--- config.mk ---
export PLATFORM = sky130hd
export DESIGN_NAME = hilo_shift_register
export DESIGN_NICKNAME = d
export VERILOG_FILES = /design/src/rtl/hilo_shift_register.sv
export SDC_FILE = /design/constraint.sdc
export NUM_CORES = 1
export LEC_CHECK = 0
export ABC_AREA = 0
export CELL_PAD_IN_SITES_DETAIL_PLACEMENT = 1
export CELL_PAD_IN_SITES_GLOBAL_PLACEMENT = 1
export CORE_MARGIN = 2
export CORE_UTILIZATION = 31
export DETAILED_ROUTE_END_ITERATION = 10
export GPL_TIMING_DRIVEN = 0
export MAX_ROUTING_LAYER = met4
export PLACE_DENSITY_LB_ADDON = 0.1
export SYNTH_ARGS = -nofsm -noshare
export SYNTH_HDL_FRONTEND = slang
export SYNTH_SLANG_ARGS = --single-unit
--- constraint.sdc ---
create_clock -name clock -period 3.5 [get_ports clock]
set_input_delay 0.525 -clock clock [delete_from_list [all_inputs] [get_ports clock]]
set_output_delay 0.525 -clock clock [all_outputs]
set_load 0.02 [all_outputs]
--- src/rtl/hilo_shift_register.sv ---
// HI/LO result register for the multiply/divide datapath: full and half loads plus a
// self-timed multi-bit shift sequencer with a busy/done handshake.
module hilo_shift_register #(
   parameter int unsigned      WIDTH       = 64,
   parameter logic [WIDTH-1:0] RESET_VALUE = '0,
   parameter int unsigned      CNT_W       = $clog2(WIDTH + 1)
) (
   input  logic               clock,
   input  logic               clear,
   input  logic               enable,
   input  logic [WIDTH-1:0]   data_in,
   input  logic               hi_en,
   input  logic [WIDTH/2-1:0] hi_in,
   input  logic               lo_en,
   input  logic [WIDTH/2-1:0] lo_in,
   input  logic               shift_start,
   input  logic               shift_dir,
   input  logic               shift_arith,
   input  logic [CNT_W-1:0]   shift_amt,
   input  logic               serial_in,
   output logic [WIDTH-1:0]   q,
   output logic [WIDTH/2-1:0] hi,
   output logic [WIDTH/2-1:0] lo,
   output logic               busy,
   output logic               done,
   output logic               serial_out
);

   localparam int unsigned      Half     = WIDTH / 2;
   localparam logic [CNT_W-1:0] WidthCnt = CNT_W'(WIDTH);
   localparam logic [CNT_W-1:0] OneCnt   = CNT_W'(1);

   typedef enum logic {
      StIdle,
      StShift
   } state_e;

   state_e             state_q, state_d;
   logic [WIDTH-1:0]   q_q, q_d;
   logic [CNT_W-1:0]   count_q, count_d;
   logic [CNT_W-1:0]   amt_eff;
   logic               dir_q, dir_d;
   logic               arith_q, arith_d;
   logic               done_q, done_d;
   logic               sout_q, sout_d;
   logic               fill;

   // Requests longer than the register collapse to a full-width shift.
   assign amt_eff = (shift_amt > WidthCnt) ? WidthCnt : shift_amt;

   always_comb begin
      state_d = state_q;
      q_d     = q_q;
      count_d = count_q;
      dir_d   = dir_q;
      arith_d = arith_q;
      done_d  = 1'b0;
      sout_d  = sout_q;
      fill    = 1'b0;

      case (state_q)
         StIdle: begin
            if (enable) begin
               q_d = data_in;
            end else if (shift_start) begin
               dir_d   = shift_dir;
               arith_d = shift_arith;
               if (amt_eff == '0) begin
                  done_d = 1'b1;
               end else begin
                  count_d = amt_eff;
                  state_d = StShift;
               end
            end else begin
               if (hi_en) q_d[WIDTH-1:Half] = hi_in;
               if (lo_en) q_d[Half-1:0]     = lo_in;
            end
         end

         StShift: begin
            if (!dir_q) begin
               q_d    = {q_q[WIDTH-2:0], serial_in};
               sout_d = q_q[WIDTH-1];
            end else begin
               fill   = arith_q ? q_q[WIDTH-1] : serial_in;
               q_d    = {fill, q_q[WIDTH-1:1]};
               sout_d = q_q[0];
            end
            count_d = count_q - OneCnt;
            if (count_q == OneCnt) begin
               state_d = StIdle;
               done_d  = 1'b1;
            end
         end

         default: state_d = StIdle;
      endcase
   end

   always_ff @(posedge clock or posedge clear) begin
      if (clear) begin
         state_q <= StIdle;
         q_q     <= RESET_VALUE;
         count_q <= '0;
         dir_q   <= 1'b0;
         arith_q <= 1'b0;
         done_q  <= 1'b0;
         sout_q  <= 1'b0;
      end else begin
         state_q <= state_d;
         q_q     <= q_d;
         count_q <= count_d;
         dir_q   <= dir_d;
         arith_q <= arith_d;
         done_q  <= done_d;
         sout_q  <= sout_d;
      end
   end

   assign q          = q_q;
   assign hi         = q_q[WIDTH-1:Half];
   assign lo         = q_q[Half-1:0];
   assign busy       = (state_q == StShift);
   assign done       = done_q;
   assign serial_out = sout_q;

endmodule

==> results of run 1 <==
## power groups by stage
stage / logic (mW) / registers, mW / clock network (mW)
global route: 5.29 / 2.03 / 1.11
global placement: 4.82 / 1.93 / 0
CTS: 4.99 / 1.95 / 1.08
finish: 4.94 / 1.95 / 1.06
floorplan: 2.56 / 2.16 / 0
detailed placement: 4.96 / 1.96 / 0
## cell usage in the layout (no fill, tap or decap), types with 2 or more instances in the layout
cell,synthesis,final
mux2i_1,65,65
mux2_2,66,66
inv_1,7,6
o211ai_1,3,3
buf_2,12,12
xor2_1,2,2
nand2_1,68,68
buf_4,65,65
ha_1,2,2
clkinv_2,0,2
clkbuf_16,0,9
nor3_1,2,2
o21ai_0,64,64
clkbuf_1,26,28
a221o_1,4,4
nor2_1,68,68
a21oi_1,68,68
dfrtp_1,76,76
buf_1,5,5
bufinv_16,0,3
a211oi_2,2,2
clkdlybuf4s50_1,0,273
## logic make-up after synthesis
| family | after synthesis |
|---|---|
| xor+xnor | 3 |
| flops | 76 |
| mux | 131 |
| buf+inv | 115 |
| fa+ha+maj | 2 |
| simple gates | 148 |
| compound gates | 148 |
## state kept, by name (all words and copies together), names as in the netlist
register / count
serial_out: 1
busy: 1
count_q: 7
q: 64
arith_q: 1
done: 1
dir_q: 1
## metrics by stage
stage / hold WS (ns) / std cells / total power [mW] / util
floorplan: 0.479 / 623 / 4.72 / -
global placement: 0.511 / 1121 / 6.74 / 0.492
detailed placement: 0.530 / 1122 / 6.92 / 0.493
CTS: 0.479 / 1138 / 8.02 / 0.513
global route: 0.500 / 1138 / 8.43 / 0.513
finish: 0.476 / 1138 / 7.95 / 0.513
## path summary, 6_finish.rpt
check | from | endpoint | slack [ns] | cells after the start
setup / recovery | shift_start | q[21]$_DFFE_PP0P_ | 1.19 | 6
hold / removal | clear | q[5]$_DFFE_PP0P_ | 0.48 | 2
setup reg to reg | busy$_DFF_PP0_ | q[21]$_DFFE_PP0P_ | 1.44 | 5
hold reg to reg | arith_q$_DFFE_PP0P_ | arith_q$_DFFE_PP0P_ | 0.54 | 1
max in group asynchronous | clear | q[53]$_DFFE_PP0P_ | 2.44 | 3
min in group clock | arith_q$_DFFE_PP0P_ | arith_q$_DFFE_PP0P_ | 0.54 | 1
## layout make-up
| type | count | area (µm²) |
|---|---|---|
| flip-flops and latches | 76 | 1900 |
| inverters | 7 | 28.8 |
| fillers | 1956 | 8400 |
| repair buffers | 274 | 2760 |
| multi-input cells | 432 | 2870 |
| well taps | 225 | 282 |
| plain buffers | 108 | 664 |
| clock inverters | 5 | 100 |
| clock buffers | 11 | 233 |
## metal layers
layer  vias up  share of wire  global-route usage
met5         -              0                   -
met4         0          0.013              0.0590
met3        19          0.054              0.0344
met2       185           0.52               0.407
met1      2686           0.42               0.257
li1       2659              -                   -
## worst reg2reg max path, cell delays in order, from the launching register on
cell	delay, ns
dfrtp_1	0.39
buf_4	0.19
a211oi_2	0.70
clkbuf_1	0.44
nand2_1	0.13
o21ai_0	0.11
==> results.json, run 1 <==
{
  "cts_hold_buffers": 0,
  "synth.most_common_cell": "dfrtp_1",
  "cts_inserted_buffers": 9,
  "via_count": 5549,
  "end_kind": "flip-flop",
  "antenna_left": 0,
  "worst_slew_pin_slew_ns": 0.887,
  "post-cts-setup-buffers": 0,
  "dpl.hpwl_um": 16600,
  "via_per_inst": 4.88,
  "swShare": 0.408,
  "critPathKind": "input pin to flip-flop",
  "cts_tree": "built",
  "design_area_um2": 8840,
  "slew_headroom": 0.408,
  "comb_power_share": 0.622,
  "synth_cells": 623,
  "synthAdderAreaFrac": 0.00458,
  "synthMuxAreaShare": 0.255,
  "synthTopCellsByArea": "dfrtp_1 (35%), mux2_2 (14%), mux2i_1 (12%), buf_4 (8.9%), a21oi_1 (6.2%)",
  "synth_ff_type": "dfrtp_1",
  "grt_first_pass_wirelength_um": 31700,
  "tns_ns": 0,
  "grt_antenna_before_repair": 0,
  "drt_iter0_drc": 194,
  "power.internal_mw": 4.70,
  "cp_top_family": "buffers and inverters",
  "start_util": 0.317,
  "rows": 48,
  "syn2layout_area_growth_pct": 61.9,
  "ctsLongestPathBuffers": 2,
  "fin_ws_ns": 1.19,
  "avgRoutedWirePerCell_um": 18.4,
  "power_frac_clock": 0.133,
  "synth-compound-area-share": 0.147,
  "drc": 0,
  "cp.arrival_ns": 2.56,
  "diodes": 0,
  "cts.sinks": 76,
  "die_height_um": 137,
  "p_seq_frac": 0.245,
  "synth_seq_area_share": 0.348,
  "cp_max_fo": 10,
  "nNetsFinal": 1054,
  "hp-class": "input pin to async pin",
  "grt_use_total": 0.225,
  "synth_nets": 769,
  "place_ws_ns": 0.842,
  "die_x_um": 137,
  "setup_viol": 0,
  "syn-cell-area_um2": 5460,
  "cp.required_ns": 3.74,
  "root_buffer": "clkbuf_16",
  "synthSimpleGateAreaFrac": 0.113,
  "avgSynthCellArea_um2": 8.76,
  "ios": 275,
  "leakage_nw": 3.68,
  "grt_pass1_vias": 6143,
  "overflow": 0,
  "ys_top_cells_by_count": "dfrtp_1 (76), a21oi_1 (68), nand2_1 (68), nor2_1 (68), mux2_2 (66)",
  "grt_max_degree": 61,
  "clock_latency_ns": 0.34,
  "ctsResizeCount": 0,
  "slew_viol_final": 0,
  "startpoint_type": "input pin",
  "rsz0062_at_grt": "no",
  "switchingPower_mw": 3.24,
  "htree_levels": 3,
  "max_stage_delay_ns": 0.73,
  "yosys_register_bits": 76,
  "fmax_mhz": 433,
  "powerDensity_nw_per_um2": 900,
  "synthArstFlopShare": 1.00,
  "die_area_um2": 18700,
  "synth_top_family_by_area": "multiplexers",
  "max-vdd-ir-drop_mv": 0.397,
  "coreArea_um2": 17200,
  "dpl_cell_area_um2": 8500,
  "drt_wl_total_um": 21000,
  "synth_edf_count": 0,
  "post_route_cells_drive_above_1_share": 0.180,
  "clk_pin_slew_ns": 0.06,
  "period_needed_ns": 2.31,
  "synth_top_area_frac": 0.348,
  "status": "completed",
  "synth_warnings": 0,
  "skew_ns": 0.0129,
  "path_cells": "clkdlybuf4s50_1 > inv_1 > a211oi_2 > clkbuf_1 > nand2_1 > o21ai_0",
  "synth.largest_area_cell": "dfrtp_1",
  "hold_viol": 0,
  "synth_cell_types": 36,
  "slowest_stage": "a211oi_2",
  "maxCapViolations": 0,
  "fin_crit_sh": 0.661,
  "cp_num_buf_inv": 3,
  "gp_congestion": 0.798,
  "portBuffers": 273,
  "first_pass_iters": 4,
  "synthXorXnorAreaFrac": 0.00481
}
Note: power is estimated with default switching activity, not from simulation.
==> inputs of run 2 (changes only) <==
--- a/config.mk
+++ b/config.mk
@@ -9,7 +9,7 @@
 export CELL_PAD_IN_SITES_DETAIL_PLACEMENT = 1
 export CELL_PAD_IN_SITES_GLOBAL_PLACEMENT = 1
 export CORE_MARGIN = 2
-export CORE_UTILIZATION = 31
+export CORE_UTILIZATION = 26
 export DETAILED_ROUTE_END_ITERATION = 10
 export GPL_TIMING_DRIVEN = 0
 export MAX_ROUTING_LAYER = met4
==> constraint.sdc (replaced) <==
create_clock -name clock -period 2 [get_ports clock]
set_input_delay 0.3 -clock clock [delete_from_list [all_inputs] [get_ports clock]]
set_output_delay 0.3 -clock clock [all_outputs]
set_load 0.02 [all_outputs]
==> run 2 against run 1 <==
Hold slack worse by 0.022 ns; core utilization down 8.7 points; sequential share of layout area down 0.058 points; routed wire length up 0.91%; total power up 72%; critical path depth down 1; cell area up 0.27%; count of clock-buffer cells in the layout up 2; combinational power up 74%; largest cell class unchanged.
==> results.json, run 2 (same netlist as run 1, synthesis figures left out) <==
{
  "status": "completed",
  "p_total_mw": 13.7,
  "slew_headroom": 0.377,
  "diodes": 0,
  "top_usage_layer": "met2",
  "die_height_um": 149,
  "cp_max_fo": 10,
  "die_area_um2": 22200,
  "drt_iter0_drc": 158,
  "root_buffer": "clkbuf_16",
  "hp-class": "input pin to flip-flop",
  "nNetsFinal": 1054,
  "holdPathStages": 3,
  "die_x_um": 149,
  "rrSetupSlack_ns": 0.07,
  "cp.arrival_ns": 2.12,
  "largest_register_ff_count": 64,
  "cp.required_ns": 2.19,
  "path_cells": "buf_4 > or4b_1 > or3b_1 > o211ai_1 > o221ai_1",
  "setup_viol": 0,
  "powerDensity_nw_per_um2": 1540,
  "skew_ns": 0.00629,
  "clk_pin_slew_ns": 0.06,
  "portBuffers": 273,
  "worstHoldEndpoint": "q[52]$_DFFE_PP0P_",
  "slew_viol_final": 0,
  "grt_util_met2": 0.328,
  "cts_inserted_buffers": 9,
  "cts_hold_buffers": 0,
  "slowest_stage": "or4b_1",
  "overflow": 0,
  "grt_use_met1": 0.243,
  "hold_start": "enable",
  "coreArea_um2": 20800,
  "final_common_cell": "clkdlybuf4s50_1",
  "timing.hold.ws_ns": 0.454,
  "worstReg2RegStart": "busy$_DFF_PP0_",
  "drc": 0,
  "leakage_nw": 3.66,
  "max-vdd-ir-drop_mv": 0.590,
  "hold_viol": 0,
  "cts.sinks": 76,
  "dpl_cell_area_um2": 8560,
  "place_ws_ns": -0.335,
  "instances_no_fill": 1187,
  "grt_use_met3": 0.0321,
  "design_area_um2": 8860,
  "fin_util": 0.425,
  "ctsLongestPathBuffers": 2,
  "grt_max_degree": 40,
  "dp_cells": 1172,
  "fin_crit_sh": 0.965,
  "grt_use_total": 0.195,
  "final_cell_mix": "clkdlybuf4s50_1 (273), dfrtp_1 (76), nand2_1 (68), a21oi_1 (68), nor2_1 (68)",
  "cts_tree": "built",
  "worst_slew_pin_slew_ns": 0.932,
  "ctsResizeCount": 3,
  "drt_wl_total_um": 21100,
  "end_kind": "flip-flop",
  "cp_top_family": "simple AND/OR/NAND/NOR gates",
  "via_per_inst": 4.66,
  "start_util": 0.262,
  "reg2reg_to": "count_q[6]$_DFFE_PP0P_",
  "syn2layout_area_growth_pct": 62.3,
  "grt_antenna_before_repair": 0,
  "grt_pass1_vias": 6005,
  "dpl.hpwl_um": 16700,
  "rows": 53,
  "htree_levels": 3,
  "max_stage_delay_ns": 0.50,
  "rr_worst_depth": 5,
  "maxCapViolations": 0,
  "clock_latency_ns": 0.34,
  "avgRoutedWirePerCell_um": 17.8,
  "grt_first_pass_wirelength_um": 33000,
  "fmax_mhz": 518,
  "rsz0062_at_grt": "no",
  "ios": 275,
  "critPathKind": "flip-flop to flip-flop",
  "period_needed_ns": 1.93,
  "tns_ns": 0,
  "gp_congestion": 0.815,
  "first_pass_iters": 4,
  "cp_num_buf_inv": 1,
  "post-cts-setup-buffers": 0,
  "startpoint_type": "flip-flop",
  "antenna_left": 0,
  "fin_ws_ns": 0.0704,
  "via_count": 5528,
  "post_route_cells_drive_above_1_share": 0.184
}
==> run 2: layer usage <==
metal	vias up	wire, µm
li1	2671	-
met1	2674	9430
met2	163	10300
met3	20	1080
met4	0	295
met5	-	0
==> run 2: final cells by class <==
cell class                 instances  area (µm²)
buffer                           108         672
tap                              275         344
clock inverter                     2        35.0
fill                            2437       12000
timing repair buffer             274        2750
inverter                           7        30.0
clock buffer                      13         250
sequential                        76        1900
multi-input combinational        432        2870
==> run 2: report_power, final <==
group / internal (mW) / total [mW] / switching (mW)
Sequential: 2.31 / 3.43 / 1.12
Clock: 0.994 / 1.62 / 0.623
Combinational: 4.71 / 8.62 / 3.91
Total: 8.01 / 13.7 / 5.65
==> run 2: worst reg2reg max path, stage by stage, from the launching register on <==
cell and delay (ns):
dfrtp_1 0.38, buf_4 0.22, or4b_1 0.50, or3b_1 0.43, o211ai_1 0.12, o221ai_1 0.15
==> run 2: worst max path at each step <==
stage | startpoint | to | slack, ns | cells after the start
2_1_floorplan | busy$_DFF_PP0_ | count_q[6]$_DFFE_PP0P_ | 0.18 | 5
3_3_place_gp | shift_start | q[37]$_DFFE_PP0P_ | -0.30 | 5
3_5_place_dp | shift_start | q[60]$_DFFE_PP0P_ | -0.34 | 5
4_1_cts | busy$_DFF_PP0_ | q[1]$_DFFE_PP0P_ | 0.03 | 5
5_1_grt | busy$_DFF_PP0_ | q[55]$_DFFE_PP0P_ | 0.004 | 6
6_report | busy$_DFF_PP0_ | count_q[6]$_DFFE_PP0P_ | 0.07 | 5
==> inputs of run 3 (changes only) <==
--- a/config.mk
+++ b/config.mk
@@ -11,9 +11,10 @@
 export CORE_MARGIN = 2
 export CORE_UTILIZATION = 26
 export DETAILED_ROUTE_END_ITERATION = 10
-export GPL_TIMING_DRIVEN = 0
 export MAX_ROUTING_LAYER = met4
 export PLACE_DENSITY_LB_ADDON = 0.1
+export RECOVER_POWER = 50
+export SLEW_MARGIN = 15
 export SYNTH_ARGS = -nofsm -noshare
 export SYNTH_HDL_FRONTEND = slang
 export SYNTH_SLANG_ARGS = --single-unit
==> run 3 against run 2 <==
Die area unchanged; clock power up 7%; hold slack better by 0.058 ns; sequential share of layout area rose by 1.3 points; flip-flop and latch count is the same; critical endpoint is now count_q[2]$_DFFE_PP0P_; largest cell class unchanged; highest routed layer unchanged.
==> results.json, run 3 (same netlist as run 1, synthesis figures left out) <==
{
  "skew_ns": 0.00986,
  "max-vdd-ir-drop_mv": 0.628,
  "fin_crit_sh": 0.935,
  "end_kind": "flip-flop",
  "syn2layout_area_growth_pct": 53.6,
  "clock_latency_ns": 0.34,
  "leakage_nw": 3.35,
  "via_per_inst": 4.66,
  "cp.arrival_ns": 2.15,
  "root_buffer": "clkbuf_16",
  "antenna_left": 0,
  "setup_viol": 0,
  "status": "completed",
  "final_cell_mix": "clkdlybuf4s50_1 (262), dfrtp_1 (74), nand2_1 (68), a21oi_1 (68), nor2_1 (68)",
  "htree_levels": 3,
  "fin_ws_ns": 0.131,
  "cp_max_fo": 4,
  "grt_antenna_before_repair": 0,
  "powerDensity_nw_per_um2": 1530,
  "first_pass_iters": 4,
  "cp_top_family": "simple AND/OR/NAND/NOR gates",
  "grt_first_pass_wirelength_um": 29000,
  "cts_inserted_buffers": 9,
  "slew_headroom": 0.250,
  "slowest_stage": "dlygate4sd3_1",
  "cp.required_ns": 2.28,
  "nNetsFinal": 959,
  "place_ws_ns": 0.0307,
  "die_x_um": 149,
  "p_total_mw": 12.8,
  "slew_viol_final": 0,
  "grt_max_degree": 78,
  "maxCapViolations": 0,
  "gp_congestion": 0.765,
  "hp-class": "flip-flop to flip-flop",
  "ios": 275,
  "avgRoutedWirePerCell_um": 16.9,
  "overflow": 0,
  "ctsLongestPathBuffers": 2,
  "dpl_cell_area_um2": 8130,
  "critPathKind": "input pin to flip-flop",
  "cts.sinks": 76,
  "rows": 53,
  "start_util": 0.262,
  "grt_use_total": 0.170,
  "die_area_um2": 22200,
  "post-cts-setup-buffers": 0,
  "startpoint_type": "input pin",
  "rsz0062_at_grt": "no",
  "period_needed_ns": 1.87,
  "dpl.hpwl_um": 13800,
  "grt_pass1_vias": 5317,
  "tns_ns": 0,
  "clk_pin_slew_ns": 0.06,
  "max_stage_delay_ns": 0.57,
  "worst_slew_pin_slew_ns": 1.12,
  "design_area_um2": 8390,
  "path_cells": "dlygate4sd3_1 > or4_1 > nor4_1 > o21ba_1 > a221o_1",
  "final_common_cell": "clkdlybuf4s50_1",
  "cts_hold_buffers": 0,
  "die_height_um": 149,
  "fmax_mhz": 535,
  "portBuffers": 274,
  "largest_register_ff_count": 64,
  "hold_viol": 0,
  "via_count": 5091,
  "cp_num_buf_inv": 1,
  "ctsResizeCount": 0,
  "fillers": 2395,
  "diodes": 0,
  "post_route_cells_drive_above_1_share": 0.122,
  "cts_tree": "built",
  "coreArea_um2": 20800,
  "drc": 0,
  "drt_iter0_drc": 196,
  "drt_wl_total_um": 18400,
  "rrSetupSlack_ns": 0.19
}
==> run 3: worst register-to-register path, cell delays in order, from the launching register on <==
cell,delay (ns)
dfrtp_1,0.44
or4b_1,0.56
or3b_1,0.43
o211ai_1,0.11
o221ai_1,0.13
==> run 3: path summary, 6_finish.rpt <==
path / startpoint / endpoint / depth (start not counted)
max: shift_amt[0] / count_q[2]$_DFFE_PP0P_ / 5
min: arith_q$_DFFE_PP0P_ / arith_q$_DFFE_PP0P_ / 1
max reg2reg: count_q[3]$_DFFE_PP0P_ / count_q[6]$_DFFE_PP0P_ / 4
min reg2reg: arith_q$_DFFE_PP0P_ / arith_q$_DFFE_PP0P_ / 1
max in group asynchronous: clear / dir_q$_DFFE_PP0P_ / 3
min in group asynchronous: clear / q[25]$_DFFE_PP0P_ / 3
==> run 3: through the flow <==
| stage | hold WS (ns) | instances | util |
|---|---|---|---|
| final | 0.512 | 1093 | 0.403 |
| after global routing | 0.536 | 1093 | 0.403 |
| after CTS | 0.445 | 1093 | 0.405 |
| after detailed placement | 0.503 | 1077 | 0.390 |
| after global placement | 0.504 | 1077 | 0.390 |
| after floorplan | 0.444 | 623 | - |
==> run 3: power by group <==
part           switching, mW  total [mW]  leakage (nW)  internal (mW)
Combinational           3.53        7.59          2.27           4.05
Sequential              1.17        3.49         0.936           2.32
Clock                  0.652        1.74         0.150           1.09
Total                   5.36        12.8          3.35           7.46
==> run 3: final cells by class <==
cell class,count,area [µm²],area share
inverters,7,30.0,0.00358
clock buffers,11,233,0.0278
clock inverters,5,77.6,0.00925
multi-input cells,432,2860,0.341
well taps,275,344,0.0410
flip-flops and latches,76,1910,0.228
repair buffers,287,2930,0.350
==> run 3: routing by layer <==
layer  track usage  vias to the layer above  wire (µm)
met4        0.0505                        0        305
met1         0.208                     2438       7870
met5             -                        -          0
li1              -                     2478          -
met2         0.284                      158       9170
met3        0.0336                       17       1090
==> RTL change, RTL diff (config.mk and constraints of run 2) <==
Set the parameter `WIDTH` to 128 (it was 64).
--- a/src/rtl/hilo_shift_register.sv
+++ b/src/rtl/hilo_shift_register.sv
@@ -2,5 +2,5 @@
 // self-timed multi-bit shift sequencer with a busy/done handshake.
 module hilo_shift_register #(
-   parameter int unsigned      WIDTH       = 64,
+   parameter int unsigned      WIDTH       = 128,
    parameter logic [WIDTH-1:0] RESET_VALUE = '0,
    parameter int unsigned      CNT_W       = $clog2(WIDTH + 1)
Ports: changed (7 resized); port bits go from 275 to 532. No check against the original RTL was run, so the function may have changed too.
==> RTL change against run 2 <==
Global-route usage is 3.1 points higher; first-iteration DRC count grew to 2.5 times the old value; critical path depth decreased by 3; area after synthesis is 89% higher; sequential cell count is 65 higher; total power rose by 110%; routed wire length grew 120%; cell area grew 91%; via count rose by 91%; die area rose by 86%; setup slack got worse by 19 ps.
==> RTL change: results (changes against run 2) <==
- Post-Route WL: 46,400 um (+120%)
- Status: complete, no violations
- First-pass GRT wire length: 69,500 um (+110%)
- Power Density: 1670 nW/um2 (+8.3%)
- Initial antenna violation count: 2 (+2)
- Post-layout nets: 2,014 (+91%)
- Met3 usage: 4.35% (+1.1 points)
- Crit-path max cell delay: 610 ps (+110 ps)
- GRT Util Overall: 22.6% (+3.1 points)
- Signal buffers share of area: 40.2% (+1.6 points)
- Inverters: 6 (-1)
- Clk_skew: 15.9 ps (+9.61 ps)
- Die area: 41,200 um2 (+86%)
- P_seq: 6940 uW (+100%)
- Tightest Hold Check Type: in2async
- GP Congestion: 0.811 (-0.59%)
- Fin cells: 2,270 (+91%)
- Critical Path Fanout Max: 5 (-5)
- Met3 wire len: 2610 um (+140%)
- Post-Synth XOR/XNOR Area: 0% (-0.48 points)
- Met1 global-route usage: 26.7% (+2.4 points)
- Synthesized Nets: 1,460 (+90%)
- Worst setup margin: 51.5 ps (-18.9 ps)
- Top post-synthesis cells by area: dfrtp_1 34%, mux2_2 14%, mux2i_1 13%
- Multi-input gates: 824 (+91%)
- Antenna diodes: 1 (+1)
- Placed cell area: 16,300 um2 (+91%)
- Seq/total area: 21.0% (-0.47 points)
- Layout cell share with drive strength beyond 1: 21.6% (+3.2 points)
- FF-to-FF setup slack: 150 ps (+80 ps)
- Post-synthesis mux area share: 26.6% (+1.1 points)
- Post-Synthesis Cells: 1,185 (+90%)
- Worst EP arrival: 1650 ps (-470 ps)
- Synth cell count leaders: 266 x nand2_1, 207 x o21ai_0, 141 x dfrtp_1
- Dpl cells: 2,237 (+91%)
- Clock network area share: 3.12% (-0.10 points)
- Net switching power: 12,400 uW (+120%)
- Post-synthesis sequential area ratio: 34.2% (-0.59 points)
- Post-DP HPWL: 36,800 um (+120%)
- Vias in the first global route: 11.4k (+90%)
RTL change: changes by cell type after synthesis, sizes merged, moves of 3 or more:
cell,change
clkbuf,+7
mux2i,+64
a221o,-3
nor2,-62
o211ai,-3
nand2,+198
a21oi,-64
dfrtp,+65
buf,+99
nand3,+3
mux2,+63
o21ai,+195
RTL change: how the worst min path moves through the flow:
stage,startpoint,endpoint,slack (ps),depth (start not counted)
floorplan,shift_arith,arith_q$_DFFE_PP0P_,410,2
global placement,arith_q$_DFFE_PP0P_,arith_q$_DFFE_PP0P_,470,2
detailed placement,arith_q$_DFFE_PP0P_,arith_q$_DFFE_PP0P_,470,2
CTS,clear,q[53]$_DFFE_PP0P_,160,2
global route,clear,q[53]$_DFFE_PP0P_,180,2
finish,clear,q[53]$_DFFE_PP0P_,180,2
RTL change: what timing repair did:
| action | in CTS | in global routing |
|---|---|---|
| pin swaps | 1 | 1 |
| gates resized for setup | 16 | 21 |
| buffers inserted | 2 | 1 |
| endpoints found under the setup margin | 137 | 77 |
